[src/rtl/lc3b_types.sv]
// Shared LC-3b types: memory word, cache line and the L2 arbiter state encoding.
package lc3b_types;

    typedef logic [15:0]  lc3b_word;
    typedef logic [127:0] lc3b_pmem_line;

    typedef enum logic [1:0] {
        IDLE    = 2'd0,
        SERVE_I = 2'd1,
        SERVE_D = 2'd2
    } lc3b_l2_arb_state;

endpackage

[src/rtl/l2_arb_select.sv]
// Winner selection for the L2 arbiter. D-cache normally wins a tie, but after
// MAX_D_STREAK back-to-back D grants with the I-cache still waiting, the
// I-cache is given the next grant so it cannot starve.
module l2_arb_select
    import lc3b_types::*;
#(
    parameter int MAX_D_STREAK = 4
) (
    input  logic clk,
    input  logic rst_n,
    input  logic i_req,
    input  logic d_req,
    input  logic arb,
    output logic pick_i
);

    localparam int SW = (MAX_D_STREAK < 1) ? 1 : $clog2(MAX_D_STREAK + 1);
    localparam logic [SW-1:0] STREAK_MAX = SW'(MAX_D_STREAK);

    logic [SW-1:0] streak;

    // I wins when it is alone, or when the D streak has reached its limit.
    always_comb begin
        pick_i = i_req && (!d_req || (streak == STREAK_MAX));
    end

    // Count D grants made while an I request waits; any other grant restarts the count.
    always_ff @(posedge clk or negedge rst_n) begin
        if (!rst_n) begin
            streak <= '0;
        end else if (arb) begin
            if (!pick_i && i_req) begin
                if (streak != STREAK_MAX) begin
                    streak <= streak + SW'(1);
                end
            end else begin
                streak <= '0;
            end
        end
    end

endmodule

[src/rtl/l2_arbiter.sv]
// Two-port L2 arbiter: shares one L2 memory port between the I-cache and the
// D-cache. Arbitration happens in IDLE; the grant is held until l2_mem_resp.
// Optional feature: define L2_ARB_PERF_EN to add per-port grant counters.
module l2_arbiter
    import lc3b_types::*;
#(
    parameter int MAX_D_STREAK = 4
) (
    input  logic          clk,
    input  logic          rst_n,

    input  logic          icache_read,
    input  lc3b_word      icache_address,
    output logic          icache_resp,
    output lc3b_pmem_line icache_rdata,

    input  logic          dcache_read,
    input  logic          dcache_write,
    input  lc3b_word      dcache_address,
    input  lc3b_pmem_line dcache_wdata,
    output logic          dcache_resp,
    output lc3b_pmem_line dcache_rdata,

`ifdef L2_ARB_PERF_EN
    output lc3b_word      i_grant_count,
    output lc3b_word      d_grant_count,
`endif

    output logic          l2_mem_read,
    output logic          l2_mem_write,
    output lc3b_word      l2_mem_address,
    output lc3b_pmem_line l2_mem_wdata,
    input  logic          l2_mem_resp,
    input  lc3b_pmem_line l2_mem_rdata
);

    lc3b_l2_arb_state state, state_next;
    logic d_req;
    logic arb;
    logic pick_i;

    assign d_req = dcache_read | dcache_write;
    assign arb   = (state == IDLE) && (icache_read || d_req);

    l2_arb_select #(
        .MAX_D_STREAK (MAX_D_STREAK)
    ) u_select (
        .clk    (clk),
        .rst_n  (rst_n),
        .i_req  (icache_read),
        .d_req  (d_req),
        .arb    (arb),
        .pick_i (pick_i)
    );

    // Read data is broadcast to both caches; resp alone marks it valid.
    assign icache_rdata = l2_mem_rdata;
    assign dcache_rdata = l2_mem_rdata;

    // State register; reset drops any grant in flight immediately.
    always_ff @(posedge clk or negedge rst_n) begin
        if (!rst_n) begin
            state <= IDLE;
        end else begin
            state <= state_next;
        end
    end

    // Next-state and forwarding of the owner's request onto the L2 port.
    always_comb begin
        state_next     = state;
        l2_mem_read    = 1'b0;
        l2_mem_write   = 1'b0;
        l2_mem_address = '0;
        l2_mem_wdata   = '0;
        icache_resp    = 1'b0;
        dcache_resp    = 1'b0;
        unique case (state)
            IDLE: begin
                if (arb) begin
                    state_next = pick_i ? SERVE_I : SERVE_D;
                end
            end
            SERVE_I: begin
                l2_mem_read    = icache_read;
                l2_mem_address = icache_address;
                if (l2_mem_resp) begin
                    icache_resp = 1'b1;
                    state_next  = IDLE;
                end
            end
            SERVE_D: begin
                // A simultaneous read+write is treated as a write.
                l2_mem_write   = dcache_write;
                l2_mem_read    = dcache_read & ~dcache_write;
                l2_mem_address = dcache_address;
                l2_mem_wdata   = dcache_wdata;
                if (l2_mem_resp) begin
                    dcache_resp = 1'b1;
                    state_next  = IDLE;
                end
            end
            default: begin
                state_next = IDLE;
            end
        endcase
    end

`ifdef L2_ARB_PERF_EN
    // Grant counters, bumped on the arbitration edge; wrap naturally at 16 bits.
    always_ff @(posedge clk or negedge rst_n) begin
        if (!rst_n) begin
            i_grant_count <= '0;
            d_grant_count <= '0;
        end else if (arb) begin
            if (pick_i) begin
                i_grant_count <= i_grant_count + 16'd1;
            end else begin
                d_grant_count <= d_grant_count + 16'd1;
            end
        end
    end
`endif

endmodule

[config.mk]
export PLATFORM = sky130hd
export DESIGN_NAME = l2_arbiter
export DESIGN_NICKNAME = d
export VERILOG_FILES = /design/src/rtl/lc3b_types.sv /design/src/rtl/l2_arb_select.sv /design/src/rtl/l2_arbiter.sv
export SDC_FILE = /design/constraint.sdc
export NUM_CORES = 1
export LEC_CHECK = 0
export ABC_AREA = 1
export CAP_MARGIN = 0
export CORE_AREA = 2 2 270 272
export CTS_BUF_LIST = sky130_fd_sc_hd__clkbuf_2
export DETAILED_ROUTE_END_ITERATION = 8
export DIE_AREA = 0 0 272 274
export PLACE_DENSITY = 0.33
export RECOVER_POWER = 100
export SLEW_MARGIN = 10
export SYNTH_ARGS = -nofsm -noshare
export SYNTH_HDL_FRONTEND = slang
export SYNTH_HIERARCHICAL = 1
export SYNTH_SLANG_ARGS = --single-unit
export TNS_END_PERCENT = 30
[constraint.sdc]
create_clock -name clk -period 1.56 [get_ports clk]
set_input_delay 0.234 -clock clk [delete_from_list [all_inputs] [get_ports clk]]
set_output_delay 0.234 -clock clk [all_outputs]
set_load 0.03 [all_outputs]
### Word level (Yosys, flattened, before mapping)

Cells that the tools add are included.

* bits in registers: 5
* output and inout bits: 404
* word-level logic and storage cells: 37

* $add $sub $neg: 1
* equal/unequal tests: 7
* muxes and demuxes: 13
* bitwise logic cells: 3
* reduce and logical (&&, ||, !) cells: 11

Operator list (number)
* $mux 128: 1
* $pmux 16 s2: 1
* $mux 2: 3
* $mux 3: 2
* $mux 1: 4
* $ne 2x2->1 const B: 2
* $pmux 2 s2: 1
* $reduce_and 2->1: 2
* $add 3x1->3 const B: 1
* $eq 3x3->1 const B: 1
* $logic_and 1x1->1: 3
* $ne 3x3->1 const B: 1
* $eq 2x1->1 const B: 1
* $eq 2x2->1 const B: 1
* $logic_not 1->1: 2
* $logic_not 2->1: 1
* $logic_or 1x1->1: 2
* $ne 2x1->1 const B: 1
* $pmux 1 s2: 1
* $reduce_or 2->1: 1
* $and 1x1->1: 1
* $not 1->1: 1
* $or 1x1->1: 1

### Depth between registers and ports, before layout

* depth after elaboration: 8
* mapped depth: 9

### By module

The synthesis kept the hierarchy.

Modules (own cells, without submodules)
* l2_arbiter: times used 1, cells each 613, area an instance 3467.1 sq um, sequential area each 50.0 sq um
* l2_arb_select: times used 1, cells each 25, area an instance 183.9 sq um, sequential area each 75.1 sq um

### Least setup slack after synthesis

Ideal clock, no wire load.

* path type: reg2out
* from: reg state[1]
* to: out l2_mem_address[0]
* data arrival time: 1405 ps
* required time: 1326 ps
* slack: -79 ps
* stages on the path, launching flop included: 7
* buffers on the path: 2
* path through: dfrtp_1 -> inv_1 -> ha_1 -> buf_4 -> buf_4 -> nand2_1 -> a21oi_1

* longest elaborated chain between the ends: 2
* elaborated cells on any way between the ends: 3

Ends and longest elaborated chain
* start: declaration: line l2_arbiter.sv:37 `lc3b_l2_arb_state state, state_next;`
* start signal: assignment: line l2_arbiter.sv:65 `state <= state_next;`
* $eq 2x2->1 or $eq 2x1->1 (tied branches): line l2_arbiter.sv:78 `unique case (state)`
* $pmux 16 s2 (*): line l2_arbiter.sv:78
* end: declaration: line l2_arbiter.sv:31 `output lc3b_word l2_mem_address,`

Every way passes the cells marked *; elsewhere a longest branch is shown, timed or not.

### Worst setup path after layout

* from: reg state[1]
* to: out l2_mem_wdata[72]

* longest elaborated chain between the ends: 2

Ends and longest elaborated chain
* $eq 2x2->1: line l2_arbiter.sv:78
* $mux 128: line l2_arbiter.sv:78
* end: declaration: line l2_arbiter.sv:32 `output lc3b_pmem_line l2_mem_wdata,`

Every way passes these cells.

==> run summary <==
CRITICAL PATH
-------------------------------------------------------------------------------------------------
Kind of end point of the critical path ............................................. primary output
Worst setup path category ..........................................................      reg2out
Cells along the critical path ...................................................... ha_4, buf_6, buf_16, buf_12, nand2_2, inv_2, buf_12
Crit path max fanout ...............................................................           11
Category of the worst setup path launch point ......................................     register
Crit path max-delay cell type ...................................................... sky130_fd_sc_hd__dfrtp_1
Crit path top cell by count ........................................................ sky130_fd_sc_hd__buf_12
Data arrival at the endpoint of the critical path ..................................      1.57 ns
Data required, critical path .......................................................      1.33 ns
Number of buffer and inverter instances along the worst setup path .................            5
Largest stage delay on the critical path ...........................................      0.43 ns
Worst path top cell family by delay ................................................ buffers and inverters

CLOCK NETWORK
-------------------------------------------------------------------------------------------------
Clock Tree Root .................................................................... sky130_fd_sc_hd__clkbuf_2
CTS Sinks ..........................................................................            5
Max Buffers Root-to-Sink ...........................................................            2
TritonCTS clock tree ...............................................................        built
Number of clock buffers inserted by TritonCTS ......................................            3
Reg clk slew, reported paths .......................................................      0.06 ns
Maximum level of the CTS H-tree ....................................................            1
Clock latency of the later-clocked register in the worst-skew pair .................      0.21 ns
Post-cts hold buffer count .........................................................            0

ROUTE
-------------------------------------------------------------------------------------------------
Violation count after the first detailed-routing iteration .........................           72
Overall via count from detail_route ................................................         3856
Antenna violation net count after detailed routing .................................            0
Detail-routed net length per standard cell .........................................      12.4 um
Drt drc ............................................................................            0
First-pass DRT Iterations ..........................................................            4
Via/cell ratio .....................................................................         2.30
Post-detailed-routing wire length ..................................................     20700 um

SYNTH
-------------------------------------------------------------------------------------------------
Yosys top cell area share ..........................................................        54.1%
Net count after synthesis ..........................................................          937
Flop and latch count out of synthesis ..............................................            5
Cell types occupying the most area after synthesis ................................. sky130_fd_sc_hd__buf_4 (54%), sky130_fd_sc_hd__nand2_1 (19%), sky130_fd_sc_hd__inv_1 (15%)
Biggest area consumer among synthesized cells ...................................... sky130_fd_sc_hd__buf_4
Number of distinct library cell variants in the gate-level netlist after synthesis .           15
Cell area after technology mapping .................................................  0.00365 mm2
Yosys Warn Count ...................................................................            6
Seq/Total Area, Yosys ..............................................................        3.43%
Gate count after technology mapping ................................................          638
Average footprint of a synthesized cell ............................................     5.72 um2

STA
-------------------------------------------------------------------------------------------------
Final setup violation count ........................................................          148
Final worst hold slack .............................................................     0.333 ns
Post-route fraction of the period consumed by the critical path ....................         115%
Worst clock skew ...................................................................   0.00286 ns
Unrepaired setup endpoints after global routing ....................................          yes
Total Neg Setup Slack ..............................................................    -24.52 ns
Worst-Margin Slew ..................................................................     0.365 ns
Time the final worst path needs with I/O delays and setup ..........................      1.80 ns
Max Fclk ...........................................................................      555 MHz
Final Hold Viols ...................................................................            0
Max_slew headroom ..................................................................        75.6%
Post-layout worst setup margin .....................................................    -0.241 ns
Pins over their slew limit .........................................................            0

PLACEMENT
-------------------------------------------------------------------------------------------------
Last weighted congestion value of the routability-driven placer ....................        0.886
Quantity of I/O buffers inserted on ports ..........................................          313
Post-DP Area .......................................................................  0.00604 mm2
HPWL Detailed ......................................................................     15800 um

RUN
-------------------------------------------------------------------------------------------------
# Max-Cap Violations ...............................................................            0

POWER AND IR DROP
-------------------------------------------------------------------------------------------------
Leakage power ......................................................................      3.55 nW
IR drop worst, VDD .................................................................       823 uV
PwrDens ............................................................................  1510 mW/mm2

STATUS
-------------------------------------------------------------------------------------------------
Violated checks .................................................................... setup timing
Outcome ............................................................................ finished with violations

GLOBAL ROUTING
-------------------------------------------------------------------------------------------------
GR Overflow Total ..................................................................            0
First-pass GRT wire length .........................................................     26400 um
Number of antenna violations at the first check in global routing ..................            1
Maximum number of pins on one net before global-route repair .......................           34
All-layer global routing usage .....................................................        4.85%
Via count of the first global-routing pass .........................................         3993

CELLS AND AREA
-------------------------------------------------------------------------------------------------
Nets@finish ........................................................................         1020
Synth-to-layout area growth ........................................................         102%
Share of cells above drive strength 1 ..............................................        46.9%
Final design instance area without fill ............................................  0.00738 mm2

DIE
-------------------------------------------------------------------------------------------------
Area enclosed by the die boundary ..................................................   0.0745 mm2
Io pins ............................................................................          698
Initial cell density of the core ...................................................        5.07%
Horiz. Die Dim .....................................................................       272 um
Site row count .....................................................................           99
Die boundary height ................................................................       274 um
Core area ..........................................................................   0.0720 mm2

WORST HOLD PATH
-------------------------------------------------------------------------------------------------
Class of the tightest hold or removal check ........................................     in2async

synthesized netlist by cell type, drive strengths merged:
| master | number |
|---|---|
| buf | 275 |
| nand2 | 180 |
| dfrtp | 5 |
| or2 | 1 |
| nor2 | 2 |
| inv | 143 |
| a21oi | 18 |
| a21boi | 1 |
| o21ai | 2 |
| nand3b | 1 |
| nand3 | 5 |
| ha | 5 |
stage by stage:
stage                     utilization [%]  setup slack, ns  instances  power (mW)
after CTS                            9.51           -0.296       1668        10.2
after detailed placement             8.40           -0.180       1651        8.15
final                                10.3           -0.241       1680        11.1
after floorplan                         -          -0.0794        638        5.75
after global placement               8.40           -0.189       1651        8.19
after global routing                 10.3           -0.339       1680        11.8
final timing paths:
kind,startpoint,end,slack (ns),cells after the start
max reg2reg,state[0],state[0],0.09,8
min,rst_n,state[1],0.33,1
max in group asynchronous,rst_n,u_select/streak[2],1.01,1
min reg2reg,u_select/streak[1],u_select/streak[1],0.54,2
max,state[1],l2_mem_wdata[72],-0.24,7
min in group clk,l2_mem_rdata[0],icache_rdata[0],0.47,0
layout make-up:
class	count	area [um2]
fill	8359	64600
timing repair buffer	353	4200
multi-input combinational	215	1290
tap	959	1200
inverter	143	544
sequential	5	125
clock buffer	4	20.0
antenna	1	2.50
routing by layer:
layer	vias to the layer above	global-route usage (%)	routed length [um]	share of wire, %
met4	6	2.36	900	4.3
met5	-	1.28	139	0.67
met1	1631	3.99	5860	28
li1	1697	-	-	-
met2	482	7.61	9370	45
met3	40	4.68	4480	22
flip-flops by register name (all words and copies together) (netlist names):
| signal | flops |
|---|---|
| state | 2 |
| u_select/streak | 3 |
kinds of logic after synthesis:
| group | count (synthesis) | share of synthesized area, % |
|---|---|---|
| AO/OA/AOI/OAI | 21 | 2.95 |
| buffers and inverters | 418 | 72.1 |
| adder cells (fa/ha/maj) | 5 | 1.71 |
| flip-flops | 5 | 3.43 |
| AND/OR/NAND/NOR | 189 | 19.8 |
power breakdown:
group	switching, mW	internal, mW
Combinational	5.74	5.07
Clock	0.0502	0.0679
Sequential	0.0424	0.177
layout by cell type (no fill, tap or decap):
master	instances
sky130_fd_sc_hd__nand2_4	12
sky130_fd_sc_hd__a21oi_1	3
sky130_fd_sc_hd__buf_8	3
sky130_fd_sc_hd__nand3_1	5
sky130_fd_sc_hd__buf_12	41
sky130_fd_sc_hd__a21boi_0	1
sky130_fd_sc_hd__inv_4	1
sky130_fd_sc_hd__nor2_1	2
sky130_fd_sc_hd__o21ai_1	2
sky130_fd_sc_hd__clkbuf_16	5
sky130_fd_sc_hd__inv_2	62
sky130_fd_sc_hd__inv_1	79
sky130_fd_sc_hd__clkinv_4	1
sky130_fd_sc_hd__dlygate4sd3_1	1
sky130_fd_sc_hd__nand2_2	47
sky130_fd_sc_hd__ha_4	3
sky130_fd_sc_hd__nand3b_1	1
sky130_fd_sc_hd__a21oi_2	11
sky130_fd_sc_hd__diode_2	1
sky130_fd_sc_hd__clkdlybuf4s50_1	164
sky130_fd_sc_hd__nand2_8	4
sky130_fd_sc_hd__dfrtp_1	5
sky130_fd_sc_hd__clkbuf_2	5
sky130_fd_sc_hd__buf_16	3
sky130_fd_sc_hd__nand2_1	117
sky130_fd_sc_hd__buf_6	121
sky130_fd_sc_hd__or2_4	1
sky130_fd_sc_hd__ha_1	2
sky130_fd_sc_hd__buf_4	14
sky130_fd_sc_hd__a21oi_4	4
what timing repair did:
item	CTS	global route
pin swaps	2	18
buffers inserted	9	7
setup endpoints to repair	148	150
resized for setup	177	132
cloned	4	6
worst reg2reg max path, cell delays in order (launching register included):
cell and delay (ns):
sky130_fd_sc_hd__dfrtp_1 0.35, sky130_fd_sc_hd__inv_2 0.06, sky130_fd_sc_hd__buf_4 0.13, sky130_fd_sc_hd__ha_4 0.26, sky130_fd_sc_hd__inv_4 0.05, sky130_fd_sc_hd__buf_6 0.13, sky130_fd_sc_hd__or2_4 0.24, sky130_fd_sc_hd__nand3_1 0.08
sky130_fd_sc_hd__nand2_1 0.05
Power figures use the tool's default switching activity.
==> RTL change 1 (same flow settings) <==
`MAX_D_STREAK` is set to 4 in 2 places; all go to 16.
--- a/src/rtl/l2_arb_select.sv
+++ b/src/rtl/l2_arb_select.sv
@@ -6,3 +6,3 @@
 #(
-    parameter int MAX_D_STREAK = 4
+    parameter int MAX_D_STREAK = 16
 ) (
--- a/src/rtl/l2_arbiter.sv
+++ b/src/rtl/l2_arbiter.sv
@@ -6,3 +6,3 @@
 #(
-    parameter int MAX_D_STREAK = 4
+    parameter int MAX_D_STREAK = 16
 ) (
Check against the original RTL: not equivalent (a bounded check fails within 10 cycles, from zero or initial values and one cycle with rst_n low).
==> RTL change 1 against the original RTL <==
The flow still finishes with violations (negative setup slack); synthesized area rose by 4.3%; routed wire length fell by 7.8%; sequential power rose by 27%; maximum frequency fell by 1.0%; final area fell by 4.8%; critical path depth rose by 1; count of clock-buffer cells in the layout did not move; total power fell by 11%; utilization fell by 0.49 points; clock skew rose by 0.0012 ns; sequential cell count rose by 2; worst setup slack got worse by 0.019 ns; clock power rose by 14%; register-to-register slack got worse by 0.06 ns; largest cell class unchanged.
==> RTL change 1: results (changes against the original RTL) <==
Outcome -> finished, violations left
Failing checks -> negative setup slack
Distinct cells, synth -> 21 (+6)
Actual slew at the worst max-slew pin -> 0.348 ns (-0.0169 ns)
Wire per inst -> 11.3 um (-8.3%)
Sequential cell area fraction in the yosys report -> 0.0460 (+0.0117)
Fin Hold WS -> 0.337 ns (+0.00432 ns)
Critical path peak fanout -> 5 (-6)
Routed WL -> 19100 um (-7.8%)
Crit path kind -> register to output pin
Ys Warns -> 6 (unchanged)
Inst Count DP -> 1677 (+1.6%)
Static leakage -> 3.47 nW (-2.0%)
CP peak stage delay -> 0.36 ns (-0.07 ns)
Largest net degree at the start of global routing -> 23 (-32%)
FILL cells -> 8371 (+0.14%)
Post-synthesis instance total -> 653 (+2.4%)
Worst setup path endpoint -> l2_mem_address[11]
R2R Path End -> state[0]
Hold Crit Class -> input pin to asynchronous set/reset pin
Met3 wire len -> 3780 um (-16%)
Synth cell count leaders -> buf_4 (263), nand2_1 (178), inv_1 (142)
VDD IR max -> 912 uV (+11%)
Syn nets -> 952 (+1.6%)
GRT Util Overall -> 0.0459 (-0.00264)
Biggest regs -> u_select/streak x5, state x2
Post-DR vias/cell -> 2.33 (+1.7%)
Met3 global-route usage -> 0.0370 (-0.00972)
Final setup viols -> 147 (-0.68%)
Reg2Reg Depth -> 8 (unchanged)
Routed wl met2 -> 8700 um (-7.2%)
Hpwl dp -> 15100 um (-4.7%)
Postcts setup bufs -> 2 (-7)
Critical path data arrival time -> 1.59 ns (+0.02 ns)
CTS clk-pin slew, worst paths -> 0.08 ns (+0.02 ns)
Placer Congestion -> 0.862 (-2.7%)
Vias in the first global route -> 3946 (-1.2%)
Global-route wire length before repair -> 25100 um (-5.0%)
DRC marker count from the first detailed-route iteration -> 76 (+5.6%)
Ratio of cells with drive above 1 in the final layout -> 0.360 (-0.109)
Smallest setup slack after layout -> -0.260 ns (-0.0189 ns)
Synth top area cells -> buf_4 (52%), nand2_1 (18%), inv_1 (14%)
Dpl cell area -> 6240 um^2 (+3.3%)
Clock Latency Late Sink -> 0.23 ns (+0.02 ns)
Fin Setup TNS -> -24.80 ns (-0.278 ns)
Clock skew -> 0.00403 ns (+0.00118 ns)
Internal reg-to-reg setup slack -> 0.03 ns (-0.06 ns)
Post_cts resized -> 161 (-9.0%)
Fraction of registers with async set/reset -> 1.00 (unchanged)
PortBufs -> 313 (unchanged)
Nets -> 1030 (+0.98%)
M1 WL -> 5610 um (-4.2%)
GRT met2 Usage -> 0.0767 (+0.000604)
CTS Buf Count -> 3 (unchanged)
Place WS -> -0.195 ns (-0.0148 ns)
Global route hottest layer -> met2
Met1 usage -> 0.0378 (-0.00204)
## RTL change 1: cell types whose count changed after synthesis, sizes merged
cell and change:
nand4 +1, dfrtp +2, a21oi +5, buf +1
o21bai +2, o21ai -2, nor2 +5, xor2 +1
## RTL change 1: cells by family after synthesis
group           after synthesis  synth area share
flops                         7            0.0460
fa+ha+maj                     5            0.0164
xor+xnor                      1           0.00230
buf+inv                     419             0.695
compound gates               26            0.0391
simple gates                195             0.201
## RTL change 1: final cells by class
type / instances / area, um^2 / area share
well taps: 959 / 1200 / 0.171
diodes: 1 / 2.50 / 0.000356
clock buffers: 4 / 20.0 / 0.00285
inverters: 143 / 544 / 0.0774
flip-flops and latches: 7 / 176 / 0.0251
repair buffers: 349 / 3900 / 0.555
multi-input cells: 227 / 1180 / 0.168
## RTL change 1: power breakdown
group / leakage [nW] / total (mW) / internal, mW / switching, mW
clock: 0.0166 / 0.135 / 0.0682 / 0.0673
sequential: 0.0926 / 0.279 / 0.227 / 0.0516
combinational: 3.36 / 9.50 / 4.27 / 5.23
==> RTL change 2 (config.mk and constraints unchanged) <==
Made on the original files. The 3 states of `lc3b_l2_arb_state` get a one-hot encoding in 3 bits.
--- a/src/rtl/lc3b_types.sv
+++ b/src/rtl/lc3b_types.sv
@@ -6,6 +6,6 @@
 
-    typedef enum logic [1:0] {
-        IDLE    = 2'd0,
-        SERVE_I = 2'd1,
-        SERVE_D = 2'd2
+    typedef enum logic [2:0] {
+        IDLE    = 3'b001,
+        SERVE_I = 3'b010,
+        SERVE_D = 3'b100
     } lc3b_l2_arb_state;
Behaviour: no difference found for any inputs over 4 cycles, from zero or initial values and one cycle with rst_n low; so few cycles prove little.
==> RTL change 2 against the original RTL <==
The run still ends with negative setup slack left; total power down 40%; register-to-register slack better by 0.02 ns; sequential cell count up 1; synthesized area down 0.62%; critical path depth unchanged; synthesized cell count down 0.31%; worst hold slack worse by 0.020 ns; worst setup slack worse by 0.045 ns; sequential power up 32%; die area unchanged; routed wire length down 12%; clock power up 14%; final area down 3.2%.
==> RTL change 2: results (changes against the original RTL) <==
Hold Crit Class -> input pin to asynchronous set/reset pin
Failing checks -> negative setup slack
FILL cells -> 8358 (-0.012%)
PortBufs -> 313 (unchanged)
Post-synthesis compound-gate area fraction -> 0.00621 (-0.0233)
Worst setup path endpoint -> l2_mem_wdata[3]
Fin Setup TNS -> -28.23 ns (-3.71 ns)
Routed wl met2 -> 7790 um (-17%)
Biggest regs -> state x3, u_select/streak x3
Static leakage -> 3.21 nW (-9.6%)
Wire per inst -> 10.9 um (-12%)
CP top delay family -> buffers and inverters
Reg2Reg Depth -> 10 (+2)
Top Metal Used -> met5
Outcome -> finished, violations left
CP peak stage delay -> 0.41 ns (-0.02 ns)
Placer Congestion -> 0.738 (-17%)
Post-DR vias/cell -> 2.21 (-3.9%)
Comb. pwr -> 6.28 mW (-42%)
Synth cell count leaders -> buf_4 (256), inv_1 (139), nor2_1 (134)
Register share of total power -> 0.043 (+0.023)
R2r startpoint -> state[1]
Final setup viols -> 147 (-0.68%)
Synth Area in XOR/XNOR -> 0 (unchanged)
Critical path peak fanout -> 7 (-4)
Distinct cells, synth -> 20 (+5)
R2R Path End -> u_select/streak[2]
GRT Util Overall -> 0.0433 (-0.00517)
Critical path origin -> state[1]
Switching Share -> 0.532 (+0.00902)
Critical path data arrival time -> 1.61 ns (+0.04 ns)
Crit-path slowest cell -> dfrtp_1
Internal reg-to-reg setup slack -> 0.11 ns (+0.02 ns)
Sequential cell area fraction in the yosys report -> 0.0417 (+0.00745)
Initial antenna violation count -> 0 (-1)
M1 WL -> 6150 um (+5.0%)
Nets -> 1023 (+0.29%)
Syn nets -> 932 (-0.53%)
Diodes inserted -> 0 (-1)
Synth top area share -> 0.530 (-0.0111)
VDD IR max -> 461 uV (-44%)
Post-synthesis mux area share -> 0 (unchanged)
Vias in the first global route -> 3684 (-7.7%)
Adder-cell share of the synthesized area -> 0.00690 (-0.0102)
Largest net degree at the start of global routing -> 31 (-8.8%)
Synth top area cells -> buf_4 (53%), inv_1 (14%), nor2_1 (14%)
Smallest setup slack after layout -> -0.286 ns (-0.0454 ns)
Clock skew -> 0.0180 ns (+0.0151 ns)
Actual slew at the worst max-slew pin -> 0.309 ns (-0.0559 ns)
DRC marker count from the first detailed-route iteration -> 77 (+6.9%)
Met3 wire len -> 3610 um (-19%)
CTS clk-pin slew, worst paths -> 0.09 ns (+0.03 ns)
Ratio of cells with drive above 1 in the final layout -> 0.413 (-0.0562)
Global-route wire length before repair -> 23700 um (-10%)
Clock Latency Late Sink -> 0.23 ns (+0.02 ns)
Hpwl dp -> 14900 um (-5.8%)
-- RTL change 2: cell count changes after synthesis, moves of 3 or more --
| cell | change |
|---|---|
| a21oi_1 | -18 |
| buf_2 | +4 |
| buf_4 | -7 |
| ha_1 | -3 |
| inv_1 | -3 |
| nand2_1 | -116 |
| nor2_1 | +132 |
-- RTL change 2: layout make-up --
class	instances	area [um^2]	area share
Timing Repair Buffer	359	3860	0.540
Multi-Input combinational cell	217	1380	0.194
Tap cell	959	1200	0.168
Inverter	140	531	0.0743
Sequential cell	6	153	0.0214
Clock buffer	4	20.0	0.00280
-- RTL change 2: cell families (layout without fill, tap and decap cells) --
family | count (synthesis) | count (layout)
flip-flops | 6 | 6
AO/OA/AOI/OAI | 4 | 4
buffers and inverters | 413 | 503
adder cells (fa/ha/maj) | 2 | 2
AND/OR/NAND/NOR | 211 | 211
-- RTL change 2: through the flow --
step / cell area (um^2) / instances / hold WS [ns] / power [mW] / setup WS (ns)
2_1_floorplan: 3630 / 636 / -0.0616 / 4.07 / -0.135
3_3_place_gp: 5960 / 1671 / 0.468 / 5.09 / -0.107
3_5_place_dp: 5960 / 1671 / 0.468 / 5.09 / -0.0955
4_1_cts: 6700 / 1684 / 0.244 / 6.37 / -0.292
5_1_grt: 7140 / 1685 / 0.326 / 7.14 / -0.367
6_report: 7140 / 1685 / 0.312 / 6.71 / -0.286
-- RTL change 2: layer usage --
layer / up-vias / GRT usage
li1: 1698 / -
met1: 1560 / 0.0430
met2: 411 / 0.0616
met3: 43 / 0.0402
met4: 6 / 0.0145
met5: - / 0.0237
-- RTL change 2: timing repair --
action                                  4_1_cts  5_1_grt
gates cloned                                  3        0
gates resized for setup                     158      127
hold buffers                                  0        0
endpoints found under the setup margin      148      151
setup buffers                                 6        2
pin swaps                                     3        4
